**config.mk**
```make
export PLATFORM = sky130hd
export DESIGN_NAME = sd_pattern_loader_flat
export DESIGN_NICKNAME = d
export VERILOG_FILES = /design/src/rtl/life_pkg.sv /design/src/rtl/sd_pattern_loader_if.sv /design/src/rtl/sd_pattern_loader.sv /design/src/flat_wrapper.sv
export SDC_FILE = /design/constraint.sdc
export NUM_CORES = 1
export LEC_CHECK = 0
export ABC_CLOCK_PERIOD_IN_PS = 6400
export CORE_MARGIN = 5
export CORE_UTILIZATION = 60
export CTS_BUF_LIST = sky130_fd_sc_hd__clkbuf_4 sky130_fd_sc_hd__clkbuf_8 sky130_fd_sc_hd__clkbuf_16
export CTS_CLUSTER_SIZE = 8
export DETAILED_ROUTE_END_ITERATION = 8
export GPL_TIMING_DRIVEN = 0
export PLACE_DENSITY_LB_ADDON = 0.2
export SYNTH_ARGS = -nofsm -noshare
export SYNTH_HDL_FRONTEND = slang
export SYNTH_SLANG_ARGS = --single-unit
```
**constraint.sdc**
```tcl
create_clock -name clk_spi -period 6.4 [get_ports clk_spi]
set_input_delay 1.92 -clock clk_spi [delete_from_list [all_inputs] [get_ports clk_spi]]
set_output_delay 1.92 -clock clk_spi [all_outputs]
set_load 0.03 [all_outputs]
```
**src/rtl/life_pkg.sv**
```systemverilog
// Shared definitions for the SD pattern loader.
// Contents:
//   load_state_t        loader FSM state encoding
//   RDR_INIT/READ/FINISH encodings of the block reader state bus
//   BLOCK_BYTES          bytes per SD block
//   GRID_ADDR_W          width of the grid byte address
//   BYTE_IDX_W           width of a byte index inside one block
package life_pkg;

  typedef enum logic [2:0] {
    ST_IDLE     = 3'd0,
    ST_ISSUE    = 3'd1,
    ST_WAIT_ACK = 3'd2,
    ST_WAIT_FIN = 3'd3,
    ST_RD_ADDR  = 3'd4,
    ST_WRITE    = 3'd5,
    ST_NEXT     = 3'd6,
    ST_DONE     = 3'd7
  } load_state_t;

  localparam logic [1:0] RDR_INIT   = 2'd0;
  localparam logic [1:0] RDR_READ   = 2'd1;
  localparam logic [1:0] RDR_FINISH = 2'd2;

  localparam int BLOCK_BYTES = 512;
  localparam int GRID_ADDR_W = 12;
  localparam int BYTE_IDX_W  = 9;

endpackage

```
**src/rtl/sd_pattern_loader_if.sv**
```systemverilog
// Bus bundle between the pattern loader, the SD block reader and the grid
// write port.
//   blk_id/blk_execute   block read request towards the reader
//   blk_state            reader progress (INIT/READ/FINISH)
//   blk_rd_addr/data     byte access into the reader buffer
//   grid_we/waddr/wdata  grid write request, completed by grid_wready
// master: the loader. slave: the reader plus grid memory side.
interface sd_pattern_loader_if;
  import life_pkg::*;

  logic [31:0]            blk_id;
  logic                   blk_execute;
  logic [1:0]             blk_state;
  logic [8:0]             blk_rd_addr;
  logic [7:0]             blk_rd_data;
  logic                   grid_we;
  logic [GRID_ADDR_W-1:0] grid_waddr;
  logic [7:0]             grid_wdata;
  logic                   grid_wready;

  modport master (
    output blk_id, blk_execute, blk_rd_addr, grid_we, grid_waddr, grid_wdata,
    input  blk_state, blk_rd_data, grid_wready
  );

  modport slave (
    input  blk_id, blk_execute, blk_rd_addr, grid_we, grid_waddr, grid_wdata,
    output blk_state, blk_rd_data, grid_wready
  );

endinterface

```
**src/rtl/sd_pattern_loader.sv**
```systemverilog
// Loads one pattern file (BLOCKS_PER_FILE consecutive SD blocks) into the
// grid memory, one byte per two cycles.
// Ports:
//   clk_spi, reset_n  clock and asynchronous active-low reset
//   load_req, file_id start a load of the selected file (accepted in idle only)
//   abort             level, cancels an active load
//   busy, done, err   status: load running, completion pulse, sticky timeout
//   bus               master side of sd_pattern_loader_if (reader + grid)
// All outputs are flops loaded from next-state values, so they line up
// exactly with the state they belong to.
module sd_pattern_loader
  import life_pkg::*;
#(
  parameter int unsigned BLOCKS_PER_FILE = 8,
  parameter int unsigned FILE_BASE_BLOCK = 0,
  parameter int unsigned TIMEOUT_CYC     = 5_000_000
) (
  input  logic                clk_spi,
  input  logic                reset_n,
  input  logic                load_req,
  input  logic                abort,
  input  logic [3:0]          file_id,
  output logic                busy,
  output logic                done,
  output logic                err,
  sd_pattern_loader_if.master bus
);

  // Block index bits that fit in the grid address above the byte index.
  localparam int K_W = GRID_ADDR_W - BYTE_IDX_W;
  localparam logic [31:0]           TMO_LAST = 32'(TIMEOUT_CYC - 1);
  localparam logic [31:0]           K_LAST   = 32'(BLOCKS_PER_FILE - 1);
  localparam logic [BYTE_IDX_W-1:0] N_LAST   = BYTE_IDX_W'(BLOCK_BYTES - 1);

  load_state_t           state_r, state_nx;
  logic [3:0]            fid_r, fid_nx;
  logic [31:0]           k_r, k_nx;
  logic [BYTE_IDX_W-1:0] n_r, n_nx;
  logic [31:0]           tmo_r, tmo_nx;
  logic                  err_r, err_nx;
  logic [7:0]            wdata_r, wdata_nx;
  logic [31:0]           blk_id_s;

  logic                   busy_r, done_r, exec_r, we_r;
  logic [31:0]            blk_id_r;
  logic [BYTE_IDX_W-1:0]  rd_addr_r;
  logic [GRID_ADDR_W-1:0] waddr_r;

  // Block id of the block about to be issued; wraps modulo 2^32.
  always_comb begin
    blk_id_s = 32'(FILE_BASE_BLOCK) + (32'(BLOCKS_PER_FILE) * {28'd0, fid_nx}) + k_nx;
  end

  // Next-state and datapath update logic.
  always_comb begin
    state_nx = state_r;
    fid_nx   = fid_r;
    k_nx     = k_r;
    n_nx     = n_r;
    tmo_nx   = tmo_r;
    err_nx   = err_r;
    wdata_nx = wdata_r;
    case (state_r)
      ST_IDLE: begin
        if (load_req && !abort) begin
          state_nx = ST_ISSUE;
          fid_nx   = file_id;
          k_nx     = 32'd0;
          err_nx   = 1'b0;
        end else begin
          state_nx = ST_IDLE;
        end
      end
      ST_ISSUE: begin
        tmo_nx   = 32'd0;
        state_nx = ST_WAIT_ACK;
      end
      ST_WAIT_ACK, ST_WAIT_FIN: begin
        // The timeout wins over a same-cycle reader transition.
        if (tmo_r == TMO_LAST) begin
          err_nx   = 1'b1;
          state_nx = ST_IDLE;
        end else begin
          tmo_nx = tmo_r + 32'd1;
          if (state_r == ST_WAIT_ACK) begin
            if (bus.blk_state != RDR_FINISH) begin
              state_nx = ST_WAIT_FIN;
            end else begin
              state_nx = ST_WAIT_ACK;
            end
          end else if (bus.blk_state == RDR_FINISH) begin
            n_nx     = '0;
            state_nx = ST_RD_ADDR;
          end else begin
            state_nx = ST_WAIT_FIN;
          end
        end
      end
      ST_RD_ADDR: begin
        // The reader has had the whole cycle to settle on blk_rd_addr.
        wdata_nx = bus.blk_rd_data;
        state_nx = ST_WRITE;
      end
      ST_WRITE: begin
        if (bus.grid_wready) begin
          if (n_r == N_LAST) begin
            state_nx = ST_NEXT;
          end else begin
            n_nx     = n_r + 9'd1;
            state_nx = ST_RD_ADDR;
          end
        end else begin
          state_nx = ST_WRITE;
        end
      end
      ST_NEXT: begin
        if (k_r == K_LAST) begin
          state_nx = ST_DONE;
        end else begin
          k_nx     = k_r + 32'd1;
          state_nx = ST_ISSUE;
        end
      end
      ST_DONE: begin
        state_nx = ST_IDLE;
      end
      default: begin
        state_nx = ST_IDLE;
      end
    endcase
    // Abort overrides everything except a write already granted this cycle,
    // which has completed on the grid side regardless; err is left alone.
    if (abort && (state_r != ST_IDLE)) begin
      state_nx = ST_IDLE;
      err_nx   = err_r;
    end else begin
      state_nx = state_nx;
    end
  end

  // State, datapath and output registers.
  always_ff @(posedge clk_spi or negedge reset_n) begin
    if (!reset_n) begin
      state_r   <= ST_IDLE;
      fid_r     <= 4'd0;
      k_r       <= 32'd0;
      n_r       <= '0;
      tmo_r     <= 32'd0;
      err_r     <= 1'b0;
      wdata_r   <= 8'd0;
      busy_r    <= 1'b0;
      done_r    <= 1'b0;
      exec_r    <= 1'b0;
      we_r      <= 1'b0;
      blk_id_r  <= 32'd0;
      rd_addr_r <= '0;
      waddr_r   <= '0;
    end else begin
      state_r <= state_nx;
      fid_r   <= fid_nx;
      k_r     <= k_nx;
      n_r     <= n_nx;
      tmo_r   <= tmo_nx;
      err_r   <= err_nx;
      wdata_r <= wdata_nx;
      busy_r  <= (state_nx != ST_IDLE) && (state_nx != ST_DONE);
      done_r  <= (state_nx == ST_DONE);
      exec_r  <= (state_nx == ST_ISSUE);
      we_r    <= (state_nx == ST_WRITE);
      if (state_nx == ST_ISSUE) begin
        blk_id_r <= blk_id_s;
      end
      if (state_nx == ST_RD_ADDR) begin
        rd_addr_r <= n_nx;
      end
      if (state_nx == ST_WRITE) begin
        waddr_r <= {k_nx[K_W-1:0], n_nx};
      end
    end
  end

  assign busy            = busy_r;
  assign done            = done_r;
  assign err             = err_r;
  assign bus.blk_id      = blk_id_r;
  assign bus.blk_execute = exec_r;
  assign bus.blk_rd_addr = rd_addr_r;
  assign bus.grid_we     = we_r;
  assign bus.grid_waddr  = waddr_r;
  assign bus.grid_wdata  = wdata_r;

endmodule

```
**src/flat_wrapper.sv**
```systemverilog
// flat-port wrapper written by rule: the top's interface ports become plain ports
module sd_pattern_loader_flat import life_pkg::*;
#(
  parameter int unsigned BLOCKS_PER_FILE = 8,
  parameter int unsigned FILE_BASE_BLOCK = 0,
  parameter int unsigned TIMEOUT_CYC     = 5_000_000
)
  (clk_spi, reset_n, load_req, abort, file_id, busy, done, err, bus_blk_id, bus_blk_execute, bus_blk_rd_addr, bus_grid_we, bus_grid_waddr, bus_grid_wdata, bus_blk_state, bus_blk_rd_data, bus_grid_wready);
  sd_pattern_loader_if bus_i ();
  input  logic clk_spi;
  input  logic reset_n;
  input  logic load_req;
  input  logic abort;
  input  logic [3:0] file_id;
  output logic busy;
  output logic done;
  output logic err;
  output wire logic [$bits(bus_i.blk_id)-1:0] bus_blk_id;
  output wire logic [$bits(bus_i.blk_execute)-1:0] bus_blk_execute;
  output wire logic [$bits(bus_i.blk_rd_addr)-1:0] bus_blk_rd_addr;
  output wire logic [$bits(bus_i.grid_we)-1:0] bus_grid_we;
  output wire logic [$bits(bus_i.grid_waddr)-1:0] bus_grid_waddr;
  output wire logic [$bits(bus_i.grid_wdata)-1:0] bus_grid_wdata;
  input wire logic [$bits(bus_i.blk_state)-1:0] bus_blk_state;
  input wire logic [$bits(bus_i.blk_rd_data)-1:0] bus_blk_rd_data;
  input wire logic [$bits(bus_i.grid_wready)-1:0] bus_grid_wready;
  assign bus_blk_id = bus_i.blk_id;
  assign bus_blk_execute = bus_i.blk_execute;
  assign bus_blk_rd_addr = bus_i.blk_rd_addr;
  assign bus_grid_we = bus_i.grid_we;
  assign bus_grid_waddr = bus_i.grid_waddr;
  assign bus_grid_wdata = bus_i.grid_wdata;
  assign bus_i.blk_state = bus_blk_state;
  assign bus_i.blk_rd_data = bus_blk_rd_data;
  assign bus_i.grid_wready = bus_grid_wready;
  sd_pattern_loader #(.BLOCKS_PER_FILE(BLOCKS_PER_FILE), .FILE_BASE_BLOCK(FILE_BASE_BLOCK), .TIMEOUT_CYC(TIMEOUT_CYC)) u_core (.clk_spi(clk_spi), .reset_n(reset_n), .load_req(load_req), .abort(abort), .file_id(file_id), .busy(busy), .done(done), .err(err), .bus(bus_i));
endmodule
```
==> flow_metrics.env <==
export IMPL_final_cell_mix="146 x dfrtp_1, 83 x nand2_1, 83 x clkdlybuf4s50_1, 68 x nor2_1, 47 x o21ai_0"
export IMPL_die_area_um2=15200
export IMPL_worstMarginPinSlew_ns=1.08
export IMPL_antenna_found_initial=0
export IMPL_syn_area_um2=7720
export IMPL_drt_antenna_violating_nets=0
export IMPL_setup_tns_ns=0
export IMPL_grt_use_total_pct=28.2
export IMPL_p_int_mw=1.70
export IMPL_grt_pass1_vias=6685
export IMPL_multi_input_area_um2=3800
export IMPL_start_util_pct=61.2
export IMPL_fmax_mhz=164
export IMPL_drtPass1Iterations=5
export IMPL_drt_iter0_drc=577
export IMPL_die_h_um=123
export IMPL_required_ns=6.73
export IMPL_max_cap_violations=0
export IMPL_finalPower_mw=2.28
export IMPL_grt_max_degree=88
export IMPL_synth_seq_area_share_pct=47.3
export IMPL_sw_frac_of_total_pct=25.5
export IMPL_synth_ff_type="dfrtp_1"
export IMPL_max_slew_margin_rel_pct=27.5
export IMPL_die_w_um=123
export IMPL_syn_area_per_cell_um2=9.92
export IMPL_ys_types=77
export IMPL_synth_ff_latch_count=146
export IMPL_yosysTopAreaCellShare_pct=47.3
export IMPL_clk_insertion_delay_late_ns=0.43
export IMPL_rows=41
export IMPL_grt_pass1_wl_um=33600
export IMPL_switching_power_mw=0.581
export IMPL_final_common_cell="dfrtp_1"
export IMPL_post_route_min_period_ns=6.09
export IMPL_crit_type="in2reg"
export IMPL_dp_hpwl_um=13900
export IMPL_nNetsFinal=908
export IMPL_dpl_instance_area_um2=8800
export IMPL_power_frac_comb_pct=11.2
export IMPL_regArea_um2=3650
export IMPL_whs_ns=0.473
export IMPL_drcViolationCount=0
export IMPL_pwr_share_seq_pct=43.0
export IMPL_cts_sinks=146
export IMPL_crit_arrival_ns=6.42
export IMPL_port_buffers=84
export IMPL_vias=6588
export IMPL_hold_viol_final=0
export IMPL_clkTransAtPathRegs_ns=0.06
export IMPL_fillerInstances=908
export IMPL_wirelength_um=20100
export IMPL_area_growth_pct=22.1
export IMPL_period_share_pct=95.1
export IMPL_synth_enable_flop_cells=0
export IMPL_cp_max_fo=8
export IMPL_yosysTopAreaCell="dfrtp_1"
export IMPL_power_frac_clock_pct=45.8
export IMPL_vias_per_cell=6.18
export IMPL_ys_warnings_count=0
export IMPL_syn_nets=805
export IMPL_worst_hold_path_type="reg2reg"
export IMPL_final_area_um2=9430
export IMPL_end_kind="flop"
export IMPL_cts_root_buf="clkbuf_16"
export IMPL_routedWlPerCell_um=18.9
export IMPL_rsz0062_at_grt="false"
export IMPL_overflow=0
export IMPL_critPathLaunchType="primary input"
export IMPL_leakagePower_nw=4.17
export IMPL_num_antenna_cells=0
export IMPL_status="finished, final reports clean"
export IMPL_synthTopCellsByArea="dfrtp_1 47%, mux2_2 6.0%, nand2_1 4.0%"
export IMPL_place_congestion=0.954
export IMPL_cts_tree="yes"
export IMPL_power_per_cell_area_nw_per_um2=242
export IMPL_report_final_slew_viol_count=0
export IMPL_syn_inst=778
export IMPL_setup_violations_final=0
export IMPL_numCtsBuffers=17
export IMPL_irDropWorstVdd_v=0.000277
export IMPL_core_area_um2=12600
export IMPL_layout_drive_gt1_share_pct=12.6
export IMPL_htree_levels=4
export IMPL_io_pins=85
export IMPL_ctsLongestPathBuffers=2
export IMPL_clock_skew_ns=0.00866
export IMPL_synthArstFlopShare_pct=100
[per-stage QoR]
stage | utilization [%] | setup slack [ns] | std cells
finish | 74.7 | 0.311 | 1066
global route | 74.7 | 0.0403 | 1066
detailed placement | 69.8 | -0.0426 | 1035
floorplan | - | 1.10 | 778
CTS | 74.7 | 0.260 | 1067
global placement | 69.5 | -2.16 | 1034
[state kept, by name, indices dropped and copies added (netlist names)]
| signal | cells |
|---|---|
| u_core.state_r | 3 |
| u_core.err | 1 |
| u_core.busy | 1 |
| u_core.done | 1 |
| u_core.bus.blk_rd_addr | 9 |
| u_core.bus.blk_execute | 1 |
| u_core.tmo_r | 32 |
| u_core.bus.grid_waddr | 12 |
| u_core.bus.blk_id | 32 |
| u_core.k_r | 32 |
| u_core.bus.grid_we | 1 |
| u_core.n_r | 9 |
| u_core.fid_r | 4 |
| u_core.bus.grid_wdata | 8 |
[worst paths after layout]
path / start / to / slack (ns) / depth (start not counted)
setup / recovery: abort / u_core.bus.blk_id[31] / 0.31 / 14
hold / removal: u_core.bus.blk_id[29] / u_core.bus.blk_id[29] / 0.47 / 2
setup reg to reg: u_core.state_r[1] / u_core.bus.blk_id[31] / 1.37 / 19
hold reg to reg: u_core.bus.blk_id[29] / u_core.bus.blk_id[29] / 0.47 / 2
max in group asynchronous: reset_n / u_core.bus.blk_id[5] / 4.14 / 2
min in group asynchronous: reset_n / u_core.tmo_r[18] / 1.46 / 1
[critical path, cell delays in order]
cell and delay [ns]:
clkdlybuf4s50_1 0.50, or4b_2 0.69, a21oi_1 0.69, o211ai_1 0.18, o21a_1 0.19, ha_1 0.34
nor2b_1 0.14, o21ai_0 0.09, nand2b_1 0.16, and3_1 0.31, nand4b_2 0.31, nor3b_4 0.47
a31oi_1 0.15, o31ai_1 0.26
[routing by layer]
layer / GRT usage (%) / vias up / wire length [um]
li1: - / 3053 / -
met1: 38.3 / 3248 / 8910
met2: 44.8 / 249 / 9540
met3: 7.23 / 38 / 1250
met4: 9.07 / 0 / 415
met5: 0 / - / 0
[logic make-up after synthesis]
family                     after synthesis  synth area share (%)
AOI/OAI and AO/OA                      139                  12.0
xor gates and xnor gates                47                  5.33
adders and majority gates                8                  1.39
buffers and inverters                   57                  3.55
DFF                                    146                  47.3
muxes                                   44                  6.37
and+or+nand+nor                        337                  24.0
[what timing repair did]
action | in CTS | in global routing
setup buffers | 0 | 0
resized for setup | 0 | 1
setup endpoints to repair | 0 | 4
hold buffers | 0 | 0
[power by group through the flow]
| stage | combinational [mW] | clock (mW) | sequential [mW] |
|---|---|---|---|
| 2_1_floorplan | 0.0919 | 0 | 1.04 |
| 3_3_place_gp | 0.244 | 0 | 0.994 |
| 3_5_place_dp | 0.253 | 0 | 0.997 |
| 4_1_cts | 0.257 | 1.05 | 0.981 |
| 5_1_grt | 0.275 | 1.10 | 0.985 |
| 6_report | 0.254 | 1.04 | 0.981 |
[cells in the mapped netlist (10+ instances only)]
cell type and number:
nand3_1 33, nor2_1 68, dfrtp_1 146, clkbuf_1 22, xnor2_1 19, nand4_1 29
o21ai_0 47, inv_1 20, a31oi_1 10, nand2_1 83, xor2_1 28, nor4_1 17
and3_1 14, and4_1 15, nor3_1 14, mux2_2 41, a21oi_1 19
[cell type report]
class / count / share of cell area, %
Clock inverter: 12 / 1.65
Inverter: 20 / 0.796
Buffer: 36 / 2.07
Timing Repair Buffer: 85 / 9.22
Clock buffer: 20 / 4.95
Multi-Input combinational cell: 575 / 40.3
Tap cell: 172 / 2.28
Sequential cell: 146 / 38.8
No activity file was read; power rests on OpenSTA's default activity.
